`src/rtl/reorder_buffer.sv`:
```
// reorder_buffer: circular in-order commit queue that tags issued instructions,
// captures CDB results, retires one entry per cycle and flushes on a mispredicted branch.
module reorder_buffer #(
   parameter int ROB_WIDTH = 4
) (
   input  logic                 clk_in,
   input  logic                 rst_in,
   input  logic                 rdy_in,
   input  logic                 issue_valid,
   input  logic [4:0]           issue_rd,
   input  logic                 issue_is_branch,
   input  logic                 issue_pred_taken,
   output logic                 rob_full,
   output logic [ROB_WIDTH-1:0] rob_alloc_index,
   input  logic                 cdb_valid,
   input  logic [ROB_WIDTH-1:0] cdb_rob_index,
   input  logic [31:0]          cdb_val,
   input  logic                 cdb_taken,
   input  logic [31:0]          cdb_target,
   input  logic [ROB_WIDTH-1:0] dc_rs1_depend,
   output logic                 rob_rs1_ready,
   output logic [31:0]          rob_rs1_val,
   input  logic [ROB_WIDTH-1:0] dc_rs2_depend,
   output logic                 rob_rs2_ready,
   output logic [31:0]          rob_rs2_val,
   output logic                 rob_to_reg_commit,
   output logic [ROB_WIDTH-1:0] rob_to_reg_rob_index,
   output logic [4:0]           rob_to_reg_index,
   output logic [31:0]          rob_to_reg_val,
   output logic                 clr_out,
   output logic [31:0]          clr_pc
);
   localparam int N = (1 << ROB_WIDTH) - 1;
   typedef logic [ROB_WIDTH-1:0] tag_t;

   logic [N:0]  busy, ready, is_br, pred, taken;
   logic [4:0]  rd     [N:0];
   logic [31:0] val    [N:0];
   logic [31:0] target [N:0];
   tag_t        head, tail, count;
   logic        do_issue, do_cdb, do_commit, mispred;
   logic        hit1, hit2;

   function automatic tag_t nxt(input tag_t t);
      return (t == tag_t'(N)) ? tag_t'(1) : t + tag_t'(1);
   endfunction

   assign rob_full        = count == tag_t'(N);
   assign rob_alloc_index = tail;

   // Requests arriving while the flush pulse is out belong to the squashed path.
   always_comb begin
      do_issue  = issue_valid && !rob_full && !clr_out;
      do_cdb    = cdb_valid && !clr_out && busy[cdb_rob_index];
      do_commit = busy[head] && ready[head];
      mispred   = is_br[head] && (taken[head] != pred[head]);
      hit1      = cdb_valid && (cdb_rob_index == dc_rs1_depend);
      hit2      = cdb_valid && (cdb_rob_index == dc_rs2_depend);
      rob_rs1_ready = (dc_rs1_depend != '0) && (hit1 || ready[dc_rs1_depend]);
      rob_rs2_ready = (dc_rs2_depend != '0) && (hit2 || ready[dc_rs2_depend]);
      rob_rs1_val   = !rob_rs1_ready ? 32'd0 : hit1 ? cdb_val : val[dc_rs1_depend];
      rob_rs2_val   = !rob_rs2_ready ? 32'd0 : hit2 ? cdb_val : val[dc_rs2_depend];
   end

   always_ff @(posedge clk_in) begin
      if (rst_in) begin
         head                 <= tag_t'(1);
         tail                 <= tag_t'(1);
         count                <= '0;
         busy                 <= '0;
         ready                <= '0;
         rob_to_reg_commit    <= 1'b0;
         rob_to_reg_rob_index <= '0;
         rob_to_reg_index     <= '0;
         rob_to_reg_val       <= '0;
         clr_out              <= 1'b0;
         clr_pc               <= '0;
      end else if (!rdy_in) begin
         rob_to_reg_commit <= 1'b0;
         clr_out           <= 1'b0;
      end else begin
         rob_to_reg_commit <= do_commit;
         clr_out           <= do_commit && mispred;
         if (do_commit) begin
            rob_to_reg_rob_index <= head;
            rob_to_reg_index     <= is_br[head] ? 5'd0 : rd[head];
            rob_to_reg_val       <= is_br[head] ? 32'd0 : val[head];
            if (mispred)
               clr_pc <= target[head];
         end
         if (do_issue) begin
            busy[tail]   <= 1'b1;
            ready[tail]  <= 1'b0;
            rd[tail]     <= issue_rd;
            is_br[tail]  <= issue_is_branch;
            pred[tail]   <= issue_pred_taken;
            tail         <= nxt(tail);
         end
         if (do_cdb) begin
            ready[cdb_rob_index]  <= 1'b1;
            val[cdb_rob_index]    <= cdb_val;
            taken[cdb_rob_index]  <= cdb_taken;
            target[cdb_rob_index] <= cdb_target;
         end
         if (do_commit) begin
            busy[head]  <= 1'b0;
            ready[head] <= 1'b0;
            head        <= nxt(head);
         end
         count <= count + tag_t'(do_issue) - tag_t'(do_commit);
         if (do_commit && mispred) begin
            head  <= tag_t'(1);
            tail  <= tag_t'(1);
            count <= '0;
            busy  <= '0;
            ready <= '0;
         end
      end
   end
endmodule

```
`config.mk`:
```
export PLATFORM = sky130hd
export DESIGN_NAME = reorder_buffer
export DESIGN_NICKNAME = d
export VERILOG_FILES = /design/src/rtl/reorder_buffer.sv
export SDC_FILE = /design/constraint.sdc
export NUM_CORES = 2
export LEC_CHECK = 0
export BUFFER_PORTS_ARGS = -buffer_cell sky130_fd_sc_hd__buf_4
export CAP_MARGIN = 20
export CORE_MARGIN = 8
export CORE_UTILIZATION = 41
export DETAILED_ROUTE_END_ITERATION = 10
export PLACE_DENSITY = 0.65
export SYNTH_ARGS = -nofsm -noshare
export SYNTH_HDL_FRONTEND = slang
export SYNTH_SLANG_ARGS = --single-unit
```
`constraint.sdc`:
```
create_clock -name clk_in -period 6.9 [get_ports clk_in]
set_input_delay 1.035 -clock clk_in [delete_from_list [all_inputs] [get_ports clk_in]]
set_output_delay 1.035 -clock clk_in [all_outputs]
set_load 0.02 [all_outputs]
```
# Word-level counts from Yosys, hierarchy flattened
# Memory sizes are Yosys's and may differ from the RTL's. A register that Yosys moved wholly into a read port is not among the register bits.
# Index checks and enable logic that the tools add are counted.
[word_totals]
ff_bits = 135
ramBits = 1104
in_bits = 89
out_inout_bits = 146
elab_cells = 135
memories = 3
[classes]
n_addsub = 4
n_lt_le_gt_ge = 8
eq_ne = 6
mux = 63
bitwise_logic = 9
n_reduce_logical = 29
[mem_list]
columns = ["name", "words", "word_bits", "rd", "rd_ports_with_merged_regs", "write_ports", "line_no", "text"]
rows = [
  ["target", 16, 32, 1, 1, 1, "39", "logic [31:0] target [N:0];"],
  ["val", 16, 32, 3, 1, 1, "38", "logic [31:0] val [N:0];"],
  ["rd", 16, 5, 1, 1, 1, "37", "logic [4:0] rd [N:0];"],
]
[op_table]
columns = ["op", "n"]
rows = [
  ["$mux W16", 13],
  ["$mux W32", 5],
  ["$and A16 B16 Y16", 3],
  ["$bwmux W16", 3],
  ["$mux W4", 11],
  ["$bmux W1 S4", 8],
  ["$not A16 Y16", 2],
  ["$or A16 B16 Y16", 2],
  ["$lt A4 B5 Y1 const B", 5],
  ["$mux W1", 19],
  ["$logic_and A1 B1 Y1", 14],
  ["$demux W1 S4", 3],
  ["$eq A4 B4 Y1 const B", 3],
  ["$ge A4 B1 Y1 const B", 3],
  ["$reduce_and A3 Y1", 3],
  ["$add A4 B1 Y4 const B", 2],
  ["$eq A4 B4 Y1", 2],
  ["$reduce_bool A4 Y1", 2],
  ["$reduce_and A2 Y1", 3],
  ["$mux W5", 1],
  ["$add A4 B1 Y4", 1],
  ["$reduce_bool A2 Y1", 2],
  ["$sub A4 B1 Y4", 1],
  ["$logic_not A1 Y1", 2],
  ["other kinds (4)", 6],
]

# Logic depth before layout (Yosys ltp)
[depth]
depth_word = 16
depth_mapped = 14
ltp_nobuf = 12

# Worst setup path before layout
# Ideal clock, no wire load.
[synth_timing]
kind = "input port to flip-flop"
startpoint = "in cdb_rob_index[1]"
endpoint = "mem target[3][0], enable pin"
setup_time_ns = 0.488
t_arrival_ns = 4.945
required_time_ns = 6.412
path_slack_ns = 1.467
cell_stages = 6
cell_sequence = "clkbuf_1 mux4_2 mux2i_1 a21oi_1 nand4_1 nor2_1"
[synth_via]
elab_chain_cells = 7
[synth_rtl]
columns = ["item", "line_no", "text"]
rows = [
  ["from (decl)", "16", "input logic [ROB_WIDTH-1:0] cdb_rob_index,"],
  ["$bmux W1 S4", "54", "do_cdb = cdb_valid && !clr_out && busy[cdb_rob_index];"],
  ["$mux W1 (not written as such)", "54", ""],
  ["$logic_and A1 B1 Y1", "54", ""],
  ["$mux W1", "99", "if (do_cdb) begin"],
  ["$mux W1", "78", "end else if (!rdy_in) begin"],
  ["$mux W1", "66", "if (rst_in) begin"],
  ["$mux W1 (not written as such)", "103", "target[cdb_rob_index] <= cdb_target;"],
  ["to (decl)", "39", ""],
]
# Parallel ways exist; a longest one is shown, timed or not. The select of a mux whose other input is x is not followed.

# Final worst setup path
[layout_timing]
startpoint = "in dc_rs1_depend[0]"
endpoint = "out rob_rs1_val[4]"
[layout_via]
elab_chain_cells = 5
[layout_rtl]
columns = ["item", "line_no", "text"]
rows = [
  ["from (decl)", "20", "input logic [ROB_WIDTH-1:0] dc_rs1_depend,"],
  ["$bmux W1 S4 or $eq A4 B4 Y1 (tied branches)", "59, 57", ""],
  ["$mux W1 (not written as such) or $logic_and A1 B1 Y1 (tied branches)", "59, 57", ""],
  ["$logic_or A1 B1 Y1", "59", "rob_rs1_ready = (dc_rs1_depend != '0) && (hit1 || ready[dc_rs1_depend]);"],
  ["$logic_and A1 B1 Y1", "59", ""],
  ["$mux W32 *", "61", "rob_rs1_val = !rob_rs1_ready ? 32'd0 : hit1 ? cdb_val : val[dc_rs1_depend];"],
  ["to (decl)", "22", "output logic [31:0] rob_rs1_val,"],
]
# Every way passes the cells marked *; elsewhere a longest branch is shown, timed or not. The select of a mux whose other input is x is not followed.

==> run_results.csv <==
group,metric,value,unit
status,outcome,"finished clean",
cells_and_area,multi_input_area,20100,um2
die,start_util,41.2,%
setup_path,crit_path_end_kind,"output port",
die,fp.dieW,393,um
cts,cts_hold_buf,0,
cells_and_area,syn_to_final_growth,14.6,%
cts,clkSinkCount,1275,
routing,drt_first_pass_iters,6,
timing,setup_viol,0,
setup_path,r2r_setup_slack,2.49,ns
pwr,ir_drop,0.196,mV
cells_and_area,layout_common_cells,"1152 x edfxtp_1, 655 x mux4_2, 282 x buf_4, 233 x nand2_1, 166 x a21oi_1",
grt,grt_max_degree,114,
timing,layout_min_cycle_time,5.16,ns
timing,worst_pin_slew,1.10,ns
setup_path,path_class,"in -> out",
placement,dp_hpwl,94100,um
die,chipHeight,393,um
cells_and_area,drive_above_1_share,35.6,%
pwr,power_density,248,nW/um2
timing,period_share,74.8,%
die,core_area,141000,um2
placement,gp_congestion,0.834,
routing,antenna_left,0,
logic_synthesis,netlist_instances,3109,
min_path,holdPathStages,2,
logic_synthesis,async_reset_ff_share,0,%
cts,cts-htree-levels,4,
routing,drc,0,
setup_path,cp-start-kind,"input port",
grt,grt_antenna_before_repair,11,
logic_synthesis,synth_edf_count,1152,
timing,slew_headroom,26.7,%
flow_run,drv_cap,0,
min_path,hp-start,"rob_to_reg_val[15]",
logic_synthesis,seq_area_frac_synth,63.7,%
logic_synthesis,synth_seq_cells,1275,
cts,cts_resized,0,
routing,routed_via_density,6.17,
grt,grt_pass1_wl,234000,um
timing,whs,0.456,ns
cells_and_area,final_area,66700,um2
timing,hold_violations,0,
timing,setup_tns,0,ns
die,io_pins,235,
setup_path,reg2reg_to,"clr_pc[15]",
min_path,min_to,"rob_to_reg_val[15]",
cts,cts_setup_buffers,0,
logic_synthesis,synth_nets,3212,
pwr,p_leak,21.3,nW
cts,cts-buffers-inserted,136,
cells_and_area,final_common_cell,"edfxtp_1",
routing,drt-total-wl,163000,um
timing,slew_viol_final,0,
timing,rsz0062_at_grt,"no",
logic_synthesis,yosysWarningCount,0,
logic_synthesis,syn_area_per_cell,18.7,um2
cells_and_area,fillCellCount,11777,
cts,insertion_delay,0.79,ns
grt,track_usage,20.9,%
min_path,hold_class,"reg -> reg",
pwr,total_power,16.5,mW
logic_synthesis,synth_cell_types,72,
setup_path,reg2reg_from,"head[1]",
cells_and_area,finalNetCount,3408,
cts,clk_pin_slew,0.06,ns
grt,gr-total-overflow,0,
routing,wl_per_cell,30.7,um
die,fp-row-count,138,
cells_and_area,seqCellArea,37100,um2
logic_synthesis,syn_area,58200,um2
timing,skew,0.0443,ns
cts,clock_tree.root_cell,"clkbuf_16",
routing,drt_iter0_drc,3647,
placement,placed_area,62200,um2
setup_path,cp_max_fo,30,
timing,fmax,194,MHz
cells_and_area,post-route-util,47.2,%
die,die-area,154000,um2
setup_path,critPathArrivalTime,4.13,ns
placement,io_buffer_count,234,
setup_path,crit_required,5.86,ns
grt,grt_pass1_vias,33170,
cts,clockBufferDepth,3,
logic_synthesis,synth_ff_type,"edfxtp_1",
cts,cts_tree,"done",
routing,vias,32784,
setup_path,reg2reg_depth,8,
==> routing by layer <==
metal | vias to the layer above | wire, um | track usage (%)
met5 | - | 48 | 0
met4 | 8 | 4880 | 6.94
met3 | 285 | 17800 | 6.36
met2 | 1767 | 76700 | 32.7
met1 | 17293 | 63900 | 28.0
li1 | 13431 | - | -
==> state kept, by name, indices dropped and copies added, names as in the netlist, 16 cells and up, named ones only <==
name            count
rd                 80
ready              16
val               512
rob_to_reg_val     32
target            512
busy               16
pred               16
taken              16
is_br              16
clr_pc             32
==> critical path, stage by stage <==
cell and delay (ns):
buf_8 0.29, mux4_2 0.56, mux2_2 0.27, nand2_1 0.07, nand2_1 0.09, o32a_1 0.21, o22ai_4 0.80, buf_4 0.47
a21oi_1 0.08, buf_4 0.17
==> stage by stage <==
step / worst slack (ns) / instances
after floorplan: 1.47 / 3109
after global placement: 1.58 / 5050
after detailed placement: 1.71 / 5057
after CTS: 1.70 / 5311
after global routing: 1.57 / 5312
final: 1.74 / 5315
==> logic make-up (layout without fill, tap and decap cells) <==
logic type / after synthesis / count (layout) / synth area share, %
XOR/XNOR: 12 / 12 / 0.194
multiplexers: 730 / 730 / 26.7
AND/OR/NAND/NOR: 519 / 519 / 4.01
adder cells (fa/ha/maj): 14 / 14 / 0.314
other: 0 / 4 / 0
AO/OA/AOI/OAI: 285 / 285 / 3.01
buffers and inverters: 274 / 586 / 2.08
flip-flops: 1275 / 1275 / 63.7
==> how the worst max path moves through the flow <==
stage / from / end / cells past startpoint
floorplan: cdb_rob_index[1] / target[3][0] / 6
global placement: dc_rs2_depend[0] / rob_rs2_val[30] / 9
detailed placement: dc_rs1_depend[0] / rob_rs1_val[4] / 10
CTS: dc_rs1_depend[0] / rob_rs1_val[4] / 10
global route: dc_rs1_depend[0] / rob_rs1_val[12] / 10
finish: dc_rs1_depend[0] / rob_rs1_val[4] / 10
==> cell type report <==
class                      instances  share of cell area, %
inverter                          24                  0.135
sequential                      1275                   55.6
clock buffer                     170                   5.40
clock inverter                    84                   1.27
tap                             1890                   3.55
multi-input combinational       1560                   30.1
timing repair buffer             308                   3.89
antenna                            4                 0.0150
==> cell usage after synthesis, types with 6 or more instances <==
master,count,share of area (%)
a32oi_1,8,0.12
nor3_1,16,0.14
buf_2,70,0.60
xor2_1,6,0.090
edfxtp_1,1152,59
a31oi_1,9,0.097
nor2b_1,47,0.51
inv_1,21,0.14
buf_1,39,0.25
o21ai_0,14,0.12
nand2_1,233,1.5
mux2i_1,72,1.2
a21oi_1,166,1.4
a211oi_1,41,0.53
nand3_1,71,0.61
clkbuf_1,128,0.83
dfxtp_1,123,4.2
mux4_2,655,25
ha_1,13,0.28
nor2_1,109,0.70
==> where the power goes <==
group | total, mW | internal, mW | switching [mW]
sequential | 8.43 | 8.42 | 0.0107
combinational | 0.798 | 0.315 | 0.483
clock | 7.27 | 4.09 | 3.18
Note: power is estimated with default switching activity, not from simulation.
